--- src/rtl/state_vec_decoder_if.sv ---
// Stream bundle for the state-vector decoder: one-hot vector in, decoded index out.
// Master drives vectors and consumes results; slave is the decoder.
interface state_vec_decoder_if;
  logic       in_valid;
  logic       in_ready;
  logic [3:0] in_vec;
  logic       out_valid;
  logic       out_ready;
  logic [1:0] out_idx;
  logic       out_err;

  modport master (
    output in_valid, in_vec, out_ready,
    input  in_ready, out_valid, out_idx, out_err
  );

  modport slave (
    input  in_valid, in_vec, out_ready,
    output in_ready, out_valid, out_idx, out_err
  );
endinterface

--- src/rtl/state_vec_decoder.sv ---
// Decodes 2-qubit basis vectors to an index and histograms them over a counted run.
// Latency: 1 cycle from accept to out_valid through a single output register.
// Backpressure: in_ready = !out_valid || out_ready; run FSM never stalls the datapath.
module state_vec_decoder #(
  parameter int CNT_W = 16
) (
  input  logic             clk,
  input  logic             rst_n,
  state_vec_decoder_if.slave io,
  input  logic             start,
  input  logic [CNT_W-1:0] shot_count,
  output logic             busy,
  output logic             done,
  input  logic [1:0]       hist_sel,
  output logic [CNT_W-1:0] hist_cnt,
  output logic [CNT_W-1:0] err_cnt
);

  typedef enum logic [1:0] {IDLE, RUN, DONE} state_t;

  typedef struct packed {
    logic [1:0] idx;
    logic       err;
  } dec_t;

  typedef logic [CNT_W-1:0] cnt_t;

  localparam cnt_t CNT_ONE = {{(CNT_W-1){1'b0}}, 1'b1};

  state_t state_q, state_d;
  dec_t   dec;
  dec_t   res_q, res_d;
  logic   out_valid_q, out_valid_d;
  cnt_t   shot_q, shot_d;
  cnt_t   target_q, target_d;
  cnt_t   err_q, err_d;
  cnt_t   bin_q [4];
  cnt_t   bin_d [4];
  logic   accept;

  function automatic cnt_t sat_inc(cnt_t v);
    return (v == '1) ? v : v + CNT_ONE;
  endfunction

  always_comb begin
    dec = '{idx: 2'd0, err: 1'b1};
    case (io.in_vec)
      4'b1000: dec = '{idx: 2'd0, err: 1'b0};
      4'b0100: dec = '{idx: 2'd1, err: 1'b0};
      4'b0010: dec = '{idx: 2'd2, err: 1'b0};
      4'b0001: dec = '{idx: 2'd3, err: 1'b0};
      default: dec = '{idx: 2'd0, err: 1'b1};
    endcase
  end

  assign io.in_ready = !out_valid_q || io.out_ready;
  assign accept      = io.in_valid && io.in_ready;

  always_comb begin
    out_valid_d = out_valid_q;
    res_d       = res_q;
    if (accept) begin
      out_valid_d = 1'b1;
      res_d       = dec;
    end else if (io.out_ready) begin
      out_valid_d = 1'b0;
    end
  end

  always_comb begin
    state_d  = state_q;
    shot_d   = shot_q;
    target_d = target_q;
    err_d    = err_q;
    bin_d    = bin_q;
    case (state_q)
      IDLE: begin
        if (start) begin
          shot_d   = '0;
          err_d    = '0;
          bin_d    = '{default: '0};
          target_d = shot_count;
          state_d  = (shot_count == '0) ? DONE : RUN;
        end
      end
      RUN: begin
        // Counting taps the same decode that loads the output register.
        if (accept) begin
          shot_d = shot_q + CNT_ONE;
          if (dec.err) err_d = sat_inc(err_q);
          else         bin_d[dec.idx] = sat_inc(bin_q[dec.idx]);
          if (shot_d == target_q) state_d = DONE;
        end
      end
      DONE:    state_d = IDLE;
      default: state_d = IDLE;
    endcase
  end

  always_ff @(posedge clk or negedge rst_n) begin
    if (!rst_n) begin
      state_q     <= IDLE;
      out_valid_q <= 1'b0;
      res_q       <= '0;
      shot_q      <= '0;
      target_q    <= '0;
      err_q       <= '0;
      bin_q       <= '{default: '0};
    end else begin
      state_q     <= state_d;
      out_valid_q <= out_valid_d;
      res_q       <= res_d;
      shot_q      <= shot_d;
      target_q    <= target_d;
      err_q       <= err_d;
      bin_q       <= bin_d;
    end
  end

  assign io.out_valid = out_valid_q;
  assign io.out_idx   = res_q.idx;
  assign io.out_err   = res_q.err;
  assign busy         = (state_q == RUN);
  assign done         = (state_q == DONE);
  assign hist_cnt     = bin_q[hist_sel];
  assign err_cnt      = err_q;

endmodule

--- src/flat_wrapper.sv ---
// flat-port wrapper written by rule: the top's interface ports become plain ports
module state_vec_decoder_flat 
#(
  parameter int CNT_W = 16
)
  (clk, rst_n, start, shot_count, busy, done, hist_sel, hist_cnt, err_cnt, io_in_valid, io_in_vec, io_out_ready, io_in_ready, io_out_valid, io_out_idx, io_out_err);
  state_vec_decoder_if io_i ();
  input  logic clk;
  input  logic rst_n;
  input  logic start;
  input  logic [CNT_W-1:0] shot_count;
  output logic busy;
  output logic done;
  input  logic [1:0] hist_sel;
  output logic [CNT_W-1:0] hist_cnt;
  output logic [CNT_W-1:0] err_cnt;
  input wire logic [$bits(io_i.in_valid)-1:0] io_in_valid;
  input wire logic [$bits(io_i.in_vec)-1:0] io_in_vec;
  input wire logic [$bits(io_i.out_ready)-1:0] io_out_ready;
  output wire logic [$bits(io_i.in_ready)-1:0] io_in_ready;
  output wire logic [$bits(io_i.out_valid)-1:0] io_out_valid;
  output wire logic [$bits(io_i.out_idx)-1:0] io_out_idx;
  output wire logic [$bits(io_i.out_err)-1:0] io_out_err;
  assign io_i.in_valid = io_in_valid;
  assign io_i.in_vec = io_in_vec;
  assign io_i.out_ready = io_out_ready;
  assign io_in_ready = io_i.in_ready;
  assign io_out_valid = io_i.out_valid;
  assign io_out_idx = io_i.out_idx;
  assign io_out_err = io_i.out_err;
  state_vec_decoder #(.CNT_W(CNT_W)) u_core (.clk(clk), .rst_n(rst_n), .io(io_i), .start(start), .shot_count(shot_count), .busy(busy), .done(done), .hist_sel(hist_sel), .hist_cnt(hist_cnt), .err_cnt(err_cnt));
endmodule
--- config.mk ---
export PLATFORM = sky130hd
export DESIGN_NAME = state_vec_decoder_flat
export DESIGN_NICKNAME = d
export VERILOG_FILES = /design/src/rtl/state_vec_decoder_if.sv /design/src/rtl/state_vec_decoder.sv /design/src/flat_wrapper.sv
export SDC_FILE = /design/constraint.sdc
export NUM_CORES = 1
export LEC_CHECK = 0
export CAP_MARGIN = 25
export CORE_UTILIZATION = 62
export CTS_CLUSTER_SIZE = 24
export DETAILED_ROUTE_END_ITERATION = 12
export GPL_ROUTABILITY_DRIVEN = 0
export PLACE_DENSITY = 0.86
export SLEW_MARGIN = 25
export SYNTH_ARGS = -nofsm -noshare
export SYNTH_HDL_FRONTEND = slang
export SYNTH_SLANG_ARGS = --single-unit
--- constraint.sdc ---
create_clock -name clk -period 5.6 [get_ports clk]
set_clock_uncertainty 0.05 [all_clocks]
set_input_delay 0.84 -clock clk [delete_from_list [all_inputs] [get_ports clk]]
set_output_delay 0.84 -clock clk [all_outputs]
set_load 0.05 [all_outputs]
# [Yosys cells after proc, flatten, opt, wreduce, memory -nomap -nowiden]
# Cells that the tools add are included.
[word_totals] regBits=118 latch_bits=0 ramBits=0 mem_bits_ro=0 inputBits=27 output_inout_bits=39 n_memories=0
[op_classes] add_sub_neg=3 mul=0 n_div=0 n_lt_le_gt_ge=3 n_eq_ne=15 shift=0 muxes=29 bitwise=2 reduce_logical=13
[ops] op="$mux W64" n=3
[ops] op="$mux W16" n=11
[ops] op="$pmux W64 S2" n=1
[ops] op="$bmux W16 S2" n=2
[ops] op="$bwmux W64" n=1
[ops] op="$pmux W16 S2" n=2
[ops] op="$add A16 B1 Y16 const B" n=3
[ops] op="$demux W16 S2" n=1
[ops] op="$eq A16 B16 Y1 const B" n=2
[ops] op="$eq A16 B16 Y1" n=1
[ops] op="$logic_not A16 Y1" n=1
[ops] op="$pmux W3 S4" n=1
[ops] op="$mux W2" n=4
[ops] op="$ge A3 B3 Y1 const B" n=2
[ops] op="$ne A2 B1 Y1 const B" n=3
[ops] op="$ne A2 B2 Y1 const B" n=3
[ops] op="$not A2 Y3" n=2
[ops] op="$reduce_and A3 Y1" n=2
[ops] op="$reduce_and A5 Y1" n=1
[ops] op="$eq A4 B1 Y1 const B" n=1
[ops] op="$eq A4 B2 Y1 const B" n=1
[ops] op="$eq A4 B3 Y1 const B" n=1
[ops] op="$eq A4 B4 Y1 const B" n=1
[ops] op="$pmux W2 S2" n=1
[ops] op="11 further kinds" n=14

# [Logic depth before layout (Yosys ltp)]
[depth] word_depth=12 ltp_mapped=12

# [Least setup slack after synthesis]
# Ideal clock, no wire load.
[synth_timing] kind="input to register" startpoint="in io_in_vec[2]" endpoint="reg u_core.bin_q[62] in the netlist's numbering" setup_ps=77 arrival_time_ps=3557 required_ps=5473 path_slack_ps=1916 stages=12 path_buffers=3 path_cell_list="buf_6 -> or4b_1 -> buf_2 -> o31ai_4 -> buf_6 -> o221a_2 -> ha_1 -> nand3_2 -> or3_4 -> nor4_2 -> mux2_2 -> o21ai_1"
[synth_via] elab_chain_len=12
[synth_rtl] element="start: declaration" line_no="flat_wrapper.sv:18" rtl="input wire logic [$bits(io_i.in_vec)-1:0] io_in_vec;"
[synth_rtl] element="$eq A4 B1 Y1 (tied with other cells)" line_no="state_vec_decoder.sv:47" rtl="case (io.in_vec)"
[synth_rtl] element="$pmux W3 S4 (*)" line_no="state_vec_decoder.sv:47"
[synth_rtl] element="$not A2 Y3 (not written as such)" line_no="state_vec_decoder.sv:91" rtl="else bin_d[dec.idx] = sat_inc(bin_q[dec.idx]);"
[synth_rtl] element="$bmux W16 S2" line_no="state_vec_decoder.sv:91"
[synth_rtl] element="$mux W16 (not written as such) (2 in a row)" line_no="state_vec_decoder.sv:91"
[synth_rtl] element="$add A16 B1 Y16 or $eq A16 B16 Y1 (tied branches)" line_no="state_vec_decoder.sv:42" rtl="return (v == '1) ? v : v + CNT_ONE;"
[synth_rtl] element="$mux W16" line_no="state_vec_decoder.sv:42"
[synth_rtl] element="$bwmux W64" line_no="state_vec_decoder.sv:91"
[synth_rtl] element="$mux W64" line_no="state_vec_decoder.sv:90" rtl="if (dec.err) err_d = sat_inc(err_q);"
[synth_rtl] element="$mux W64" line_no="state_vec_decoder.sv:88" rtl="if (accept) begin"
[synth_rtl] element="$pmux W64 S2" line_no="state_vec_decoder.sv:76" rtl="case (state_q)"
[synth_rtl] element="end signal: assignment" line_no="state_vec_decoder.sv:116" rtl="bin_q <= bin_d;"
[synth_rtl] element="end: declaration" line_no="state_vec_decoder.sv:37" rtl="cnt_t bin_q [4];"
# Every way passes the cells marked *; elsewhere a longest branch is shown, timed or not. The select of a mux whose other input is x is not followed.
# A chain may end at the register's enable or synchronous reset.

# [Worst setup path in the final report]
[layout_timing] startpoint="in io_in_vec[1]" endpoint="reg u_core.bin_q[32] in the netlist's numbering"
# Same word-level chain as after synthesis.

==> results.txt <==
- For this run, the number of Yosys warnings is 0.
- Delay of the slowest cell on the worst path: 1.11 ns
- Number of hold violations in the final report: 0
* Data arrival time at the worst-slack endpoint: just under 5 ns
* Library cell used as clock root buffer: sky130_fd_sc_hd__clkbuf_8
- The final route contains approximately 5.8k vias.
- Run status: finished, final reports clean
- The clock drives 118 sinks.
* CTS Buf Count: 17
- The worst setup path is captured at a flop.
- Total Wirelength: 17500 um
* Post-synthesis to final-layout area growth: 20.1%
* Max-Slew Margin vs Limit: 0.277
- Using the TritonRoute via totals, the vias-per-cell ratio works out to 6.56.
* Power density relative to cell area: 412 nW/um^2
* Cells along the critical path: clkdlybuf4s50_1, buf_4, or3_1, o221ai_1, or3_1, nor3_4, nand2_2, xor2_1, a22o_1
- Of all cell types, the one taking the most synthesized area is sky130_fd_sc_hd__dfrtp_1.
- Period utilization: 0.813
* Transition time of the tightest slew-check pin: around 1.1 ns
- Fraction of layout instances using a drive strength above 1: 0.157
- Once the clock tree was built, the setup fixing pass inserted 0 buffers.
* Grt ovf: 0
* Number of nets at the end of the flow: 765
* Max IR drop VDD: 0.253 mV
- Fillers: between 600 and 700
* Sequential cell area: 2950 um^2
- First-pass GRT wire length: 28900 um
* Hold bufs inserted after CTS: 0
* Post-layout minimum cycle time: 4.55 ns
- Leak Pwr: between 3 and 4 nW
* Sequential fraction of the synthesis area: 0.440
- Starting density of the core: 0.644
- After synthesis, the share of flip-flops with an asynchronous set or reset is 1.00.
- In the global route stage, overall resource usage came out at 0.332.
* CTS H-tree lvls: 4
* Post-detailed-route wirelength per cell: slightly below 20 um
- IO buf count: 65
* Die area: ~11000 um^2
- The clock reaches the later pin of the worst-skew pair after about 0.52 ns.
- Synthesis handed over a netlist of 680 instances.
* Final setup viols: 0
- Worst setup SP type: input pin
* Avg Synthesized Cell Area: 9.86 um^2
- The commonest cells after synthesis are sky130_fd_sc_hd__dfrtp_1, sky130_fd_sc_hd__nand2_1, sky130_fd_sc_hd__o21ai_0.
- Library cell with the highest instance count after synthesis: sky130_fd_sc_hd__dfrtp_1
* Placeable core area: 10400 um^2
* Horizontal die dimension: approximately 110 um
- The number of nets in the synthesized netlist is 710.
- Antenna violations before repair: 0
- Area post-placement: around 7400 um^2
* DRT iter0 DRCs: approximately 580
- FF-to-FF setup slack: 2.47 ns
* Hold crit path type: input pin to asynchronous set/reset pin
* Power, Total: ~3.3 mW
* Count of unresolved DRC violations after routing: 0
* Number of buffers between clock root and the deepest sink: 2
* Synthesized cell area: 6710 um^2
- Entering global routing, the biggest net connects 84 pins.
* Number of resized instances in the post-cts repair step: 0
* Setup repair after global routing missed its margin: no
- Height of the chip: 106 um
- The number of global-route vias before repair was 5961.
* HPWL Detailed: roughly 11000 um
- Fraction of synthesized cell area taken by the top area cell type: 0.440
* Fin Setup TNS: 0 ns
* Antenna cell count: 0
- CTS tree: done
- The number of slew-limit violations in the final report was 0.
- Number of synthesized register bits: 118
- Top fanout value on the critical path: 25
- Synth top area cells: sky130_fd_sc_hd__dfrtp_1, sky130_fd_sc_hd__nand2_1, sky130_fd_sc_hd__o21ai_0
* Summed area of non-filler cells in the final layout: about 8000 um^2
* Number of placement rows: 37
- Yosys mapped the design onto 69 distinct sky130hd cell types.
- Fmax achieved: 220 MHz
- CTS clock-pin slew for the worst setup and hold paths: approximately 0.050 ns
- Critical path data required time: around 6.0 ns
* Critical-path top delay cell: sky130_fd_sc_hd__clkdlybuf4s50_1
* Prevailing post-synth register cell: sky130_fd_sc_hd__dfrtp_1
- The most numerous cell type found on the critical path is sky130_fd_sc_hd__or3_1.
* Count of antenna-violating nets left after detailed routing: 0
- 66 I/O pins were placed.
* MaxCap Viol Count: 0
- DR pass1 iterations: 5
- Number of synthesized flops with an enable pin: 0
- Summing all multi-input logic gate instances after layout gives 3570 um^2.
* Classification of the worst setup path: input pin to flop
==> worst paths after layout <==
kind	cells past startpoint	from	to
min reg2reg	2	u_core.io.out_idx[1]	u_core.io.out_idx[1]
max in group asynchronous	2	rst_n	u_core.shot_q[10]
max reg2reg	9	u_core.shot_q[0]	u_core.state_q[1]
min in group clk	2	u_core.io.out_idx[1]	u_core.io.out_idx[1]
min	1	rst_n	u_core.bin_q[35]
max	9	io_in_vec[1]	u_core.bin_q[32]
==> final cells by class <==
class                   instances  share of cell area
multi-input cells             515               0.443
flip-flops and latches        118               0.367
repair buffers                 75              0.0903
clock buffers                  23              0.0604
well taps                     136              0.0211
clock inverters                 8              0.0149
inverters                       8             0.00373
==> cells by family after synthesis <==
family                     after synthesis  share of synthesized area
adders and majority gates                3                    0.00560
DFF                                    118                      0.440
muxes                                   37                     0.0903
and+or+nand+nor                        263                      0.209
AOI/OAI and AO/OA                      163                      0.158
xor gates and xnor gates                49                     0.0640
buffers and inverters                   47                     0.0325
==> metal layers <==
layer | part of all wire | up-vias | wire (um) | track usage
met2 | 0.49 | 344 | 8660 | 0.537
met5 | 0 | - | 0 | 0
met4 | 0.018 | 0 | 319 | 0.156
met3 | 0.090 | 40 | 1580 | 0.0815
met1 | 0.40 | 2828 | 6990 | 0.422
li1 | - | 2578 | - | -
==> power by group <==
group	internal (mW)	switching (mW)	total (mW)	leakage, nW
combinational	0.415	0.578	0.993	1.37
sequential	1.04	0.181	1.22	1.56
clock	0.732	0.374	1.11	0.296
total	2.18	1.13	3.32	3.23
==> worst max-delay path, delay by kind of cell <==
family	cells	cell delay (ns)
AND/OR/NAND/NOR	4	1.70
buffers and inverters	2	1.44
AO/OA/AOI/OAI	2	0.56
XOR/XNOR	1	0.38
==> per-stage QoR <==
step	hold WS, ns	cells	setup WS (ns)	util
after CTS	0.444	883	1.16	0.771
after global routing	0.395	883	0.875	0.773
after global placement	0.422	852	0.818	0.713
after floorplan	0.417	680	1.92	-
final	0.319	883	1.05	0.773
after detailed placement	0.428	852	0.676	0.713
==> layout by cell type (no fill, tap or decap), types with 9 or more instances in the layout <==
master,count
sky130_fd_sc_hd__nor3_1,16
sky130_fd_sc_hd__nor2_1,28
sky130_fd_sc_hd__dfrtp_1,118
sky130_fd_sc_hd__o221a_2,10
sky130_fd_sc_hd__mux2_2,17
sky130_fd_sc_hd__xnor2_1,37
sky130_fd_sc_hd__nand3_1,15
sky130_fd_sc_hd__o21ai_0,73
sky130_fd_sc_hd__mux4_2,16
sky130_fd_sc_hd__o21ai_1,22
sky130_fd_sc_hd__xor2_1,12
sky130_fd_sc_hd__buf_4,10
sky130_fd_sc_hd__a22o_1,9
sky130_fd_sc_hd__nor3b_1,32
sky130_fd_sc_hd__clkdlybuf4s50_1,64
sky130_fd_sc_hd__nand2_1,107
sky130_fd_sc_hd__clkbuf_16,16
sky130_fd_sc_hd__a21oi_1,15
==> registers in the layout, indices dropped and copies added (netlist names) <==
signal,flops
u_core.io.out_idx,2
u_core.shot_q,16
u_core.state_q,2
u_core.bin_q,64
u_core.target_q,16
u_core.io.out_err,1
u_core.err_cnt,16
u_core.io.out_valid,1
No activity file was read; power rests on OpenSTA's default activity.
